$ cat src/rtl/btn_pkg.sv
// Shared types and width helpers for the push-button front end.
// Contents:
//   btn_state_t  per-channel press classifier state
//   cnt_width    bits needed to hold 0..max_val
//   mod_width    bits needed to hold 0..n-1
package btn_pkg;

   typedef enum logic [1:0] {
      BTN_IDLE    = 2'd0,
      BTN_PRESSED = 2'd1,
      BTN_LONG    = 2'd2
   } btn_state_t;

   function automatic int unsigned cnt_width(input int unsigned max_val);
      if (max_val < 1) return 1;
      return $clog2(max_val + 1);
   endfunction

   function automatic int unsigned mod_width(input int unsigned n);
      if (n <= 2) return 1;
      return $clog2(n);
   endfunction

endpackage

$ cat src/rtl/btn_channel.sv
// One push-button channel: 2-flop synchroniser, tick-sampled debounce, short/long press
// classifier and (optionally) auto-repeat while a long press is held.
// Optional feature macro: BTN_AUTO_REPEAT_EN (repeat counter and repeat_pulse).
// Ports:
//   clk, rst_n     system clock, asynchronous active-low reset
//   tick           one-clk sample strobe from the shared prescaler
//   pb_raw         raw button, active high, asynchronous
//   pb_level       debounced level
//   short_evt      combinational: short_pulse will assert on the next edge
//   long_evt       combinational: long_pulse will assert on the next edge
//   short_pulse    registered 1-clk short-press pulse
//   long_pulse     registered 1-clk long-press pulse
//   repeat_pulse   registered 1-clk auto-repeat pulse (0 without the macro)
module btn_channel
   import btn_pkg::*;
#(
   parameter int unsigned DEB_DEPTH    = 4,
   parameter int unsigned LONG_TICKS   = 300,
   parameter int unsigned REPEAT_TICKS = 20
) (
   input  logic clk,
   input  logic rst_n,
   input  logic tick,
   input  logic pb_raw,
   output logic pb_level,
   output logic short_evt,
   output logic long_evt,
   output logic short_pulse,
   output logic long_pulse,
   output logic repeat_pulse
);

   localparam int unsigned HoldW = cnt_width(LONG_TICKS);
   localparam logic [HoldW-1:0] HoldLong = HoldW'(LONG_TICKS);

   logic                 sync1_q, sync2_q;
   logic [DEB_DEPTH-1:0] hist_q, hist_d;
   logic                 level_q, level_d;
   btn_state_t           state_q, state_d;
   logic [HoldW-1:0]     hold_q, hold_d;
   logic                 short_q, short_d;
   logic                 long_q, long_d;

   // Debounce: shift in one synchronised sample per tick; level only moves on a unanimous history.
   always_comb begin
      hist_d  = hist_q;
      level_d = level_q;
      if (tick) begin
         hist_d[0] = sync2_q;
         for (int i = 1; i < int'(DEB_DEPTH); i++) begin
            hist_d[i] = hist_q[i-1];
         end
         if (&hist_d) begin
            level_d = 1'b1;
         end else if (~|hist_d) begin
            level_d = 1'b0;
         end
      end
   end

   // Press classifier. Release is checked first so a release always ends the press. The long
   // decision is taken the clk after the counting tick, which keeps it in the same clk phase as
   // release detection (level only moves on a tick edge).
   always_comb begin
      state_d = state_q;
      hold_d  = hold_q;
      short_d = 1'b0;
      long_d  = 1'b0;
      unique case (state_q)
         BTN_IDLE: begin
            if (level_q) begin
               state_d = BTN_PRESSED;
               hold_d  = '0;
            end
         end
         BTN_PRESSED: begin
            if (!level_q) begin
               state_d = BTN_IDLE;
               short_d = 1'b1;
            end else if (hold_q == HoldLong) begin
               state_d = BTN_LONG;
               long_d  = 1'b1;
            end else if (tick && (hold_q < HoldLong)) begin
               hold_d = hold_q + 1'b1;
            end
         end
         BTN_LONG: begin
            if (!level_q) begin
               state_d = BTN_IDLE;
            end
         end
         default: state_d = BTN_IDLE;
      endcase
   end

   always_ff @(posedge clk or negedge rst_n) begin
      if (!rst_n) begin
         sync1_q <= 1'b0;
         sync2_q <= 1'b0;
         hist_q  <= '0;
         level_q <= 1'b0;
         state_q <= BTN_IDLE;
         hold_q  <= '0;
         short_q <= 1'b0;
         long_q  <= 1'b0;
      end else begin
         sync1_q <= pb_raw;
         sync2_q <= sync1_q;
         hist_q  <= hist_d;
         level_q <= level_d;
         state_q <= state_d;
         hold_q  <= hold_d;
         short_q <= short_d;
         long_q  <= long_d;
      end
   end

   assign pb_level    = level_q;
   assign short_evt   = short_d;
   assign long_evt    = long_d;
   assign short_pulse = short_q;
   assign long_pulse  = long_q;

`ifdef BTN_AUTO_REPEAT_EN
   localparam int unsigned RepW = cnt_width(REPEAT_TICKS);
   localparam logic [RepW-1:0] RepTicks = RepW'(REPEAT_TICKS);

   logic [RepW-1:0] rep_q, rep_d;
   logic            rep_pulse_q, rep_pulse_d;

   always_comb begin
      rep_d       = rep_q;
      rep_pulse_d = 1'b0;
      if ((state_q == BTN_PRESSED) && (state_d == BTN_LONG)) begin
         rep_d = '0;
      end else if ((state_q == BTN_LONG) && level_q) begin
         if (rep_q == RepTicks) begin
            rep_pulse_d = 1'b1;
            rep_d       = tick ? RepW'(1) : '0;
         end else if (tick) begin
            rep_d = rep_q + 1'b1;
         end
      end
   end

   always_ff @(posedge clk or negedge rst_n) begin
      if (!rst_n) begin
         rep_q       <= '0;
         rep_pulse_q <= 1'b0;
      end else begin
         rep_q       <= rep_d;
         rep_pulse_q <= rep_pulse_d;
      end
   end

   assign repeat_pulse = rep_pulse_q;
`else
   // Repeat interval has no effect when auto-repeat is not built.
   logic unused_repeat_ticks;
   assign unused_repeat_ticks = ^REPEAT_TICKS;
   assign repeat_pulse        = 1'b0;
`endif

endmodule

$ cat src/rtl/button_ctrl_array.sv
// Multi-channel push-button front end: shared sample-tick prescaler, N_PB debounced channels,
// per-channel run flags toggled by short presses, and a soft reset on a long press of channel 0.
// Optional feature macro: BTN_AUTO_REPEAT_EN (auto-repeat pulses while a long press is held).
// Ports:
//   clk, rst_n     system clock, asynchronous active-low reset
//   pb_in          raw buttons, active high, asynchronous
//   pb_level       debounced levels
//   short_pulse    1-clk pulse per channel on release before the long threshold
//   long_pulse     1-clk pulse per channel on reaching the long threshold
//   repeat_pulse   1-clk auto-repeat pulses (0 without the macro)
//   count_enable   per-channel run flags
//   soft_rst_n     active-low 1-clk soft reset request
module button_ctrl_array
   import btn_pkg::*;
#(
   parameter int unsigned N_PB         = 2,
   parameter int unsigned TICK_DIV     = 1000000,
   parameter int unsigned DEB_DEPTH    = 4,
   parameter int unsigned LONG_TICKS   = 300,
   parameter int unsigned REPEAT_TICKS = 20
) (
   input  logic            clk,
   input  logic            rst_n,
   input  logic [N_PB-1:0] pb_in,
   output logic [N_PB-1:0] pb_level,
   output logic [N_PB-1:0] short_pulse,
   output logic [N_PB-1:0] long_pulse,
   output logic [N_PB-1:0] repeat_pulse,
   output logic [N_PB-1:0] count_enable,
   output logic            soft_rst_n
);

   localparam int unsigned CntW = mod_width(TICK_DIV);
   localparam logic [CntW-1:0] CntMax = CntW'(TICK_DIV - 1);

   logic [CntW-1:0] cnt_q, cnt_d;
   logic            tick;
   logic [N_PB-1:0] short_evt, long_evt;
   logic [N_PB-1:0] en_q, en_d;

   assign tick = (cnt_q == CntMax);

   always_comb begin
      cnt_d = tick ? '0 : cnt_q + 1'b1;
   end

   for (genvar g = 0; g < int'(N_PB); g++) begin : g_ch
      btn_channel #(
         .DEB_DEPTH   (DEB_DEPTH),
         .LONG_TICKS  (LONG_TICKS),
         .REPEAT_TICKS(REPEAT_TICKS)
      ) u_ch (
         .clk         (clk),
         .rst_n       (rst_n),
         .tick        (tick),
         .pb_raw      (pb_in[g]),
         .pb_level    (pb_level[g]),
         .short_evt   (short_evt[g]),
         .long_evt    (long_evt[g]),
         .short_pulse (short_pulse[g]),
         .long_pulse  (long_pulse[g]),
         .repeat_pulse(repeat_pulse[g])
      );
   end

   // Run flags change on the same edge the pulses rise; a channel-0 long press clears all flags
   // and overrides any short-press toggle landing on that edge.
   always_comb begin
      en_d = en_q ^ short_evt;
      if (long_evt[0]) begin
         en_d = '0;
      end
   end

   always_ff @(posedge clk or negedge rst_n) begin
      if (!rst_n) begin
         cnt_q <= '0;
         en_q  <= '0;
      end else begin
         cnt_q <= cnt_d;
         en_q  <= en_d;
      end
   end

   assign count_enable = en_q;
   assign soft_rst_n   = ~long_pulse[0];

endmodule

$ cat config.mk
export PLATFORM = sky130hd
export DESIGN_NAME = button_ctrl_array
export DESIGN_NICKNAME = d
export VERILOG_FILES = /design/src/rtl/btn_pkg.sv /design/src/rtl/btn_channel.sv /design/src/rtl/button_ctrl_array.sv
export SDC_FILE = /design/constraint.sdc
export NUM_CORES = 1
export LEC_CHECK = 0
export ABC_AREA = 1
export BUFFER_PORTS_ARGS = -buffer_cell sky130_fd_sc_hd__buf_2
export CAP_MARGIN = 20
export CORE_AREA = 3 3 85 104
export DETAILED_ROUTE_END_ITERATION = 6
export DIE_AREA = 0 0 88 107
export SYNTH_ARGS = -nofsm -noshare
export SYNTH_HDL_FRONTEND = slang
export SYNTH_HIERARCHICAL = 1
export SYNTH_SLANG_ARGS = --single-unit
$ cat constraint.sdc
create_clock -name clk -period 1.7 [get_ports clk]
set_input_delay 0.085 -clock clk [delete_from_list [all_inputs] [get_ports clk]]
set_output_delay 0.085 -clock clk [all_outputs]
set_load 0.02 [all_outputs]
## Word-level counts from Yosys, hierarchy flattened

Cells that the tools add are included.

| word-level totals | value |
|---|---|
| bits in registers | 60 |
| output and inout bits | 11 |

| cells by class | value |
|---|---|
| reductions and logical operators | 16 |
| magnitude comparators | 2 |
| eq/ne operators | 21 |
| multiplexer cells | 36 |
| $add $sub $neg | 3 |
| bitwise operators | 2 |

Operator list:

| cell | count |
|---|---|
| $mux W9 | 8 |
| $pmux W9 S2 | 2 |
| $add A20 B1 Y20 const B | 1 |
| $eq A20 B20 Y1 const B | 1 |
| $mux W20 | 1 |
| $add A9 B1 Y9 const B | 2 |
| $eq A9 B9 Y1 const B | 2 |
| $lt A9 B9 Y1 const B | 2 |
| $mux W2 | 9 |
| $ne A2 B1 Y1 const B | 8 |
| $mux W1 | 14 |
| $pmux W2 S3 | 2 |
| $reduce_and A5 Y1 | 2 |
| $ne A2 B2 Y1 const B | 4 |
| $reduce_and A4 Y1 | 2 |
| $reduce_or A4 Y1 | 2 |
| $ne A3 B3 Y1 const B | 2 |
| $reduce_and A3 Y1 | 2 |
| $eq A2 B1 Y1 const B | 2 |
| $eq A2 B2 Y1 const B | 2 |
| $logic_not A2 Y1 | 2 |
| $reduce_and A2 Y1 | 2 |
| $reduce_bool A2 Y1 | 2 |
| $logic_and A1 B1 Y1 | 2 |
| 2 further kinds | 2 |

## Longest topological paths before layout

Gate-level depths: netlist of run 1.

| logic depth | value |
|---|---|
| word-level depth | 6 |
| gate-level depth with buffers | 13 |
| depth with buffers taken out | 13 |

## Modules after synthesis

Netlist of run 1, hierarchy kept.

By module, submodules not included:

| module | area each (um^2) | cells an instance | instances |
|---|---|---|---|
| btn_channel | 1,073.5 | 152 | 2 |
| button_ctrl_array | 1,237.4 | 163 | 1 |

## Least setup slack after synthesis of run 1

No wires, ideal clock.

| timing | value |
|---|---|
| kind | reg2reg |
| start | register cnt_q[0] |
| end | register g_ch[0].u_ch.hold_q[7] |
| arrival | 1,783 ps |
| period minus slack after synthesis | 1,900 ps |
| buffers on the path | 0 |
| stages on the path, launching flop included | 13 |
| path slack | -200 ps |
| cell sequence | dfrtp_1 ha_1 nand3_2 nor2_2 nand3_1 inv_1 inv_1 nor2_1 nand3_1 nand2_4 nand2_4 nand2_1 nand2_1 |

| between the ends | value |
|---|---|
| longest elaborated chain between the ends | 4 |

RTL lines:

| what | line | RTL |
|---|---|---|
| from (decl) | button_ctrl_array.sv:36 | `logic [CntW-1:0] cnt_q, cnt_d;` |
| from (signal assigned) | button_ctrl_array.sv:80 | `cnt_q <= cnt_d;` |
| $eq A20 B20 Y1 | button_ctrl_array.sv:41 | `assign tick = (cnt_q == CntMax);` |
| named net tick | button_ctrl_array.sv:37 | `logic tick;` |
| $logic_and A1 B1 Y1 | btn_channel.sv:83 | `end else if (tick && (hold_q < HoldLong)) begin` |
| $ne A2 B1 Y1 (no source line) | - |  |
| $reduce_and A5 Y1 (no source line) | - |  |
| to (signal assigned) | btn_channel.sv:112 | `hold_q <= hold_d;` |
| to (decl) | btn_channel.sv:40 | `logic [HoldW-1:0] hold_q, hold_d;` |

The timed path passes the listed nets, and every way through them passes these cells.
A chain may end at the register's enable or synchronous reset.

## Final worst setup path of run 1

| timing | value |
|---|---|
| start | register cnt_q[10] |
| end | register g_ch[0].u_ch.hold_q[5] |

The elaborated chain is that of the path after synthesis.

==> results of run 1 <==
==> registers in the layout, indices dropped and copies added (netlist names) <==
register	count
g_ch.u_ch/sync2_q	2
g_ch.u_ch/long_pulse	2
g_ch.u_ch/hist_q	6
g_ch.u_ch/short_pulse	2
cnt_q	20
g_ch.u_ch/state_q	4
g_ch.u_ch/pb_level	2
count_enable	2
g_ch.u_ch/hold_q	18
g_ch.u_ch/sync1_q	2
==> cell usage after synthesis <==
master | instances | area [um2]
buf_4 | 2 | 15.0
nor2_2 | 7 | 43.8
and3_1 | 2 | 12.5
nor2_1 | 72 | 270
xor2_1 | 9 | 78.8
dfrtp_1 | 60 | 1500
conb_1 | 2 | 7.51
nand2_2 | 9 | 56.3
nor3_1 | 3 | 15.0
nand2_4 | 6 | 67.6
nand4_1 | 8 | 50.1
o21ai_1 | 1 | 5.00
nor2_4 | 2 | 22.5
nand2_1 | 128 | 480
a31oi_1 | 1 | 6.26
inv_1 | 63 | 236
nand3_2 | 1 | 10.0
xnor2_1 | 4 | 35.0
o21ai_0 | 17 | 85.1
ha_1 | 5 | 62.6
inv_2 | 2 | 7.51
a21oi_1 | 10 | 50.1
nand3_1 | 53 | 265
==> area by class of cell <==
| class | count | area share [%] |
|---|---|---|
| Multi-Input combinational cell | 341 | 41.5 |
| Sequential cell | 60 | 35.9 |
| Timing Repair Buffer | 46 | 8.42 |
| Inverter | 65 | 5.96 |
| Clock buffer | 9 | 2.96 |
| Tap cell | 95 | 2.85 |
| Clock inverter | 7 | 2.40 |
==> critical path, stage by stage, from the launching register on <==
cell and delay [ps]:
dfrtp_1 380, nor2_1 110, nand3_1 120, nor2_2 170, nand3_4 100, clkinv_4 70
inv_2 40, nor2_2 80, nand3_2 80, nand2_4 150, buf_12 130, nand3_2 70
nand2_1 70
==> stage by stage <==
step / total power, mW / cell area [um2] / cells
2_1_floorplan: 1.47 / 3410 / 467
3_3_place_gp: 1.50 / 3780 / 598
3_5_place_dp: 1.50 / 3780 / 598
4_1_cts: 2.97 / 4070 / 620
5_1_grt: 3.05 / 4180 / 623
6_report: 2.91 / 4180 / 623
==> worst paths after layout <==
kind,endpoint,start,cells past startpoint,slack [ps]
max,g_ch[0].u_ch/hold_q[5],cnt_q[10],12,70
min,g_ch[1].u_ch/state_q[1],rst_n,3,260
max reg2reg,g_ch[0].u_ch/hold_q[5],cnt_q[10],12,70
min reg2reg,g_ch[1].u_ch/sync2_q,g_ch[1].u_ch/sync1_q,0,360
max in group asynchronous,cnt_q[19],rst_n,3,1160
min in group clk,g_ch[1].u_ch/sync2_q,g_ch[1].u_ch/sync1_q,0,360
==> repair_timing <==
action / 4_1_cts / 5_1_grt
setup endpoints to repair: 18 / 20
gates cloned: 1 / 0
pin swaps: 4 / 10
endpoints found under the hold margin: 62 / 0
setup buffers: 2 / 3
hold buffers: 3 / 0
resized for setup: 3 / 17
==> cells by family after synthesis <==
family	Yosys count
XOR/XNOR	13
other	2
adder cells (fa/ha/maj)	5
flip-flops	60
buffers and inverters	67
AO/OA/AOI/OAI	29
AND/OR/NAND/NOR	291
==> power groups by stage <==
| stage | Sequential [mW] | Clock [mW] | Combinational, mW |
|---|---|---|---|
| after CTS | 1.43 | 1.49 | 0.0484 |
| after detailed placement | 1.46 | 0 | 0.0429 |
| after floorplan | 1.46 | 0 | 0.00739 |
| after global routing | 1.43 | 1.56 | 0.0535 |
| final | 1.43 | 1.43 | 0.0448 |
| after global placement | 1.46 | 0 | 0.0419 |
==> routing by layer <==
layer / up-vias / share of wire [%] / global-route usage [%]
met5: - / 0 / 0
met4: 0 / 2.1 / 7.35
met3: 14 / 3.2 / 4.61
met2: 41 / 52 / 29.2
met1: 1390 / 43 / 19.2
li1: 1568 / - / -
==> metrics.md, run 1 <==
| Metric | Value |
|---|---|
| Initial Utilization | a little over two fifths |
| Vias after detailed routing | between 3k and 4k |
| TritonCTS clock tree | done |
| Number of global-route vias before repair | approximately 3.0k |
| Die boundary height | approximately 110 um |
| Areal power density over the cells | 696 nW/um2 |
| Clock H-tree levels | 3 |
| CTS clk-pin slew, worst paths | approximately 80 ps |
| Share of total power in the clock network | roughly 50% |
| Fraction of power spent switching nets | 21.8% |
| Worst Clk Skew | about 11 ps |
| Final core area utilization | between 50 and 60% |
| First-pass detailed-route iteration total | 4 |
| Number of sinks handled by clock tree synthesis | 60 |
| Signed area change from the synthesized netlist to the final layout | 23.4% |
| Count of synthesis-stage warnings from yosys | 6 |
| Number of diodes added for antenna fixing | 0 |
| Number of port buffers | 12 |
| Flip-flop and latch count after synthesis | 60 |
| Pin count of the biggest net entering global routing | about 60 |
| Fmax | 614 MHz |
| Share of power burned in combinational logic | 1.5% |
| Synth Area in Simple Gates | a little under two fifths |
| Initial detailed-routing violation count | between 100 and 150 |
| Mapped Cells | about 470 |
| Later-pin clock latency in the skew report | between 300 and 400 ps |
| Switching power | ~0.63 mW |
| Clock root buffer | clkbuf_8 |
| Mux contribution to synthesized area | 0% |
| Setup repair after global routing missed its margin | yes |
| Final Max Tran Viols | 0 |
| Unique masters post-synth | 23 |
| Leading cell types in the layout, fill and taps excluded | nand2_1 (125), nor2_1 (68), inv_1 (60), dfrtp_1 (60), nand3_1 (46) |
| Number of fillers in the final layout | 774 |
| Multi-input combinational cell area | 1730 um2 |
| Post-synthesis cell area | 3380 um2 |
| Post-layout min period | about 1600 ps |
| Per-cell via count in the routed design | 4.84 |
| Synthesized-area fraction occupied by xor and xnor cells | ~3.4% |
| Data required time at the worst endpoint | between 1500 and 2000 ps |
| Antenna violations before repair | 0 |
| Critical Path Sink Type | flip-flop |
| Static leakage | a little over 2 nW |
| Worst supply voltage drop on vdd | 0.000339 V |
| Number of nets in the finished design | approximately 530 |
| Largest family of logic cells by synthesized area | simple AND/OR/NAND/NOR gates |
| Cell internal power dissipation | approximately 2.3 mW |
| Setup-failing EPs final | 0 |
| Setup Crit Path Kind | flip-flop to flip-flop |
| Total nets after synthesis | around 480 |
| Hold/Removal Path Class | primary input to asynchronous set/reset pin |
| Die area | between 9000 and 10000 um2 |
| Setup slack after placement | -15.1 ps |
| Compound-gate portion of the synthesized area | around 4.3% |
| Critical-path maximum fanout | 6 |
| Part of the total power dissipated in sequential elements | between 40% and 50% |
| Wirelength per Cell | 11.4 um |
| Final critical-path setup slack | 71.9 ps |
| TritonCTS Buffers | 9 |
| Residual overflow from global routing | 0 |
| Sequential cell area in the final layout | roughly 1500 um2 |
| Area of the placeable core | 7970 um2 |
| Most common cell after layout, fill and taps aside | nand2_1 |
| Outcome | complete, no violations |
| Ports | 15 |
| Max cap viols | 0 |
| Floorplan die width | ~90 um |
| Half-perimeter wire length after placement | roughly 5200 um |
| Worst hold margin | ~260 ps |
| Core Rows | 36 |
| DRC violations left | 0 |
| Total global-route track usage | between 10% and 20% |
| WP data arrival | 1910 ps |
| Final Hold Viols | 0 |
| Routability congestion estimate | between 0.8 and 0.9 |
| Antenna-violating nets left | 0 |
| Critical path startpoint category | flip-flop |
| Final cycle utilization of the critical path | 95.8% |
| Post-Route Setup TNS | 0 ps |
| Final wirelength | between 7000 and 8000 um |
| Maximum number of buffers from clock root to sink | 2 |
| Post-Synthesis Mean Instance Area | about 7.2 um2 |
| Sequential share of the synthesized area | ~44% |
| Adder-cell area share of the yosys netlist | between 1.5 and 2% |
| Share of cells above drive strength 1 | about 20% |
| Wire length of the first global-routing pass | around 13000 um |
Power figures use the tool's default switching activity.
==> run 2, diff against run 1 <==
--- a/config.mk
+++ b/config.mk
@@ -11,6 +11,7 @@
 export CORE_AREA = 3 3 85 104
 export DETAILED_ROUTE_END_ITERATION = 6
 export DIE_AREA = 0 0 88 107
+export PLACE_DENSITY_LB_ADDON = 0.08
 export SYNTH_ARGS = -nofsm -noshare
 export SYNTH_HDL_FRONTEND = slang
 export SYNTH_HIERARCHICAL = 1
==> run 2 against run 1 <==
Against the previous run: count of clock-buffer cells in the layout unchanged; sequential share of layout area down 1.1 points; register-to-register slack worse by 40 ps; first-iteration DRC count down 32%; non-clock buffer count up 8; final cell count up 1.4%; die area unchanged; hold slack worse by 24 ps; clock power about the same; power up 0.21%; via count up 1.5%; clock skew down 4.9 ps; largest power group is now the clock network.
==> metrics.md, run 2 (synthesized netlist as in run 1, its figures left out) <==
| Metric | Value |
|---|---|
| Outcome | complete, no violations |
| Share of cells above drive strength 1 | between 20% and 30% |
| Number of sinks handled by clock tree synthesis | 60 |
| Clock H-tree levels | 3 |
| Most common cell after layout, fill and taps aside | nand2_1 |
| Registers with the highest flip-flop counts | cnt_q: 20 flops, g_ch.u_ch/hold_q: 18 flops, g_ch.u_ch/hist_q: 6 flops |
| Routability congestion estimate | about 0.83 |
| Die area | approximately 9400 um2 |
| Maximum number of buffers from clock root to sink | 2 |
| Layout Cell Area excl Fill | ~4300 um2 |
| Number of port buffers | 12 |
| Data required time at the worst endpoint | between 1500 and 2000 ps |
| Transition at the pin with the smallest max-transition slack | approximately 500 ps |
| Worst supply voltage drop on vdd | 0.000690 V |
| Critical path origin | cnt_q[10] |
| Final Max Tran Viols | 0 |
| Power Total | slightly below 3 mW |
| DRC violations left | 0 |
| CTS clk-pin slew, worst paths | about 70 ps |
| Switching power | roughly 0.64 mW |
| Post-layout min period | between 1500 and 2000 ps |
| Ports | 15 |
| Hold/Removal Path Class | primary input to asynchronous set/reset pin |
| Wire length of the first global-routing pass | 13000 um |
| Register-to-register path setup slack | 30 ps |
| Critical-path maximum fanout | 8 |
| Share of total power in the clock network | between 40% and 50% |
| TritonCTS Buffers | 9 |
| Setup repair after global routing missed its margin | yes |
| Per-cell via count in the routed design | slightly below 5 |
| TritonCTS clock tree | done |
| Number of fillers in the final layout | 775 |
| Flip-flop count of the largest register, all copies and words added | 20 |
| Areal power density over the cells | between 600 and 700 nW/um2 |
| Area of the placeable core | around 8000 um2 |
| Max cap viols | 0 |
| Critical path destination | g_ch[0].u_ch/hold_q[1] |
| Largest register by flop count | cnt_q |
| Later-pin clock latency in the skew report | roughly 340 ps |
| Initial Utilization | 42.5% |
| Critical Path Sink Type | flip-flop |
| Final Hold Viols | 0 |
| Cell internal power dissipation | roughly 2.3 mW |
| Static leakage | 2.08 nW |
| Critical path startpoint category | flip-flop |
| Fmax | approximately 600 MHz |
| Setup-failing EPs final | 0 |
| WP data arrival | between 1500 and 2000 ps |
| Worst Clk Skew | 6.16 ps |
| Worst reg2reg path startpoint | cnt_q[10] |
| Part of the total power dissipated in sequential elements | 49.2% |
| Worst R2R End | g_ch[0].u_ch/hold_q[1] |
| Number of nets in the finished design | between 500 and 600 |
| Vias after detailed routing | around 3k |
| Total global-route track usage | between 10% and 20% |
| Core Rows | 36 |
| Floorplan die width | roughly 88 um |
| Antenna violations before repair | 0 |
| First-pass detailed-route iteration total | 4 |
| Die boundary height | between 100 and 150 um |
| Area after detailed placement | between 3000 and 4000 um2 |
| Setup Crit Path Kind | flip-flop to flip-flop |
| Relative max-transition margin | approximately two thirds |
| Signed area change from the synthesized netlist to the final layout | 27.3% |
| Half-perimeter wire length after placement | 5540 um |
| Worst hold margin | 236 ps |
| Wirelength per Cell | approximately 12 um |
| Final cycle utilization of the critical path | between 90% and 100% |
| Number of cells on the worst reg-to-reg path | 12 |
| Final wirelength | about 7700 um |
| Pin count of the biggest net entering global routing | 42 |
| Number of diodes added for antenna fixing | 0 |
| Leading cell types in the layout, fill and taps excluded | nand2_1 (122), nor2_1 (68), inv_1 (60), dfrtp_1 (60), nand3_1 (43) |
| Initial detailed-routing violation count | 96 |
| Clock root buffer | clkbuf_8 |
| Residual overflow from global routing | 0 |
| Fraction of power spent switching nets | a little over a fifth |
| Antenna-violating nets left | 0 |
| Share of power burned in combinational logic | 1.6% |
| Number of global-route vias before repair | roughly 2.9k |
## run 2: cell types whose count changed in the layout (fill, tap and decap cells not counted), moves of 3 or more
cell and delta:
nand2_1 -3, nand3_1 -3, buf_4 +6, nand3_2 +3
## run 2: critical path: stages, from the launching register on
cell and delay (ps):
dfrtp_1 380, nor2_1 100, nand3_1 130, nor2_2 170
nand3_4 90, clkinv_4 90, inv_4 40, nor2_4 90
nand3_2 80, nand2_4 180, buf_12 140, nand3_2 50
nand2_1 70
## run 2: worst min-delay path by stage
stage                         endpoint  slack [ps]  cells past startpoint
2_1_floorplan                 cnt_q[0]        -210                      0
3_3_place_gp           count_enable[1]          70                      1
3_5_place_dp           count_enable[1]          80                      1
4_1_cts                count_enable[1]         240                      2
5_1_grt        g_ch[0].u_ch/long_pulse         250                      2
6_report               count_enable[1]         240                      2
## run 2: per-stage QoR
stage	instances	utilization [%]	worst slack, ps	setup TNS [ps]
global route	632	54.0	-156	-2500
floorplan	467	-	-17.3	-233
detailed placement	604	48.3	-65.1	-703
CTS	626	52.2	12.2	0
global placement	604	48.3	1.84	0
finish	632	54.0	32.2	0
## run 2: timing repair
item / in CTS / in global routing
hold endpoints to repair: 21 / 0
gates resized for setup: 5 / 26
buffers inserted: 3 / 4
pin swaps: 3 / 22
hold buffers: 3 / 0
endpoints found under the setup margin: 18 / 20
cloned: 0 / 2
## run 2: layer usage
layer  wire length (um)  vias to the layer above  track usage, %  part of all wire (%)
li1                   -                     1588               -                     -
met1               3570                     1421            22.9                    46
met2               3800                       41            28.2                    49
met3                219                        8            4.00                   2.9
met4                 91                        0            5.70                   1.2
met5                  0                        -               0                     0
## run 2: power groups by stage
stage                     registers (mW)  clock network [mW]  logic [mW]
final                               1.43                1.44      0.0453
after global routing                1.43                1.55      0.0522
after CTS                           1.43                1.49      0.0479
after detailed placement            1.46                   0      0.0431
after global placement              1.46                   0      0.0431
after floorplan                     1.46                   0     0.00739
## run 2: area by class of cell
cell class | instances | area [um2] | share of cell area, %
multi-input cells | 342 | 1780 | 41.3
clock inverters | 7 | 101 | 2.35
repair buffers | 54 | 428 | 9.93
flip-flops and latches | 60 | 1500 | 34.8
well taps | 95 | 119 | 2.76
clock buffers | 9 | 124 | 2.87
inverters | 65 | 254 | 5.89
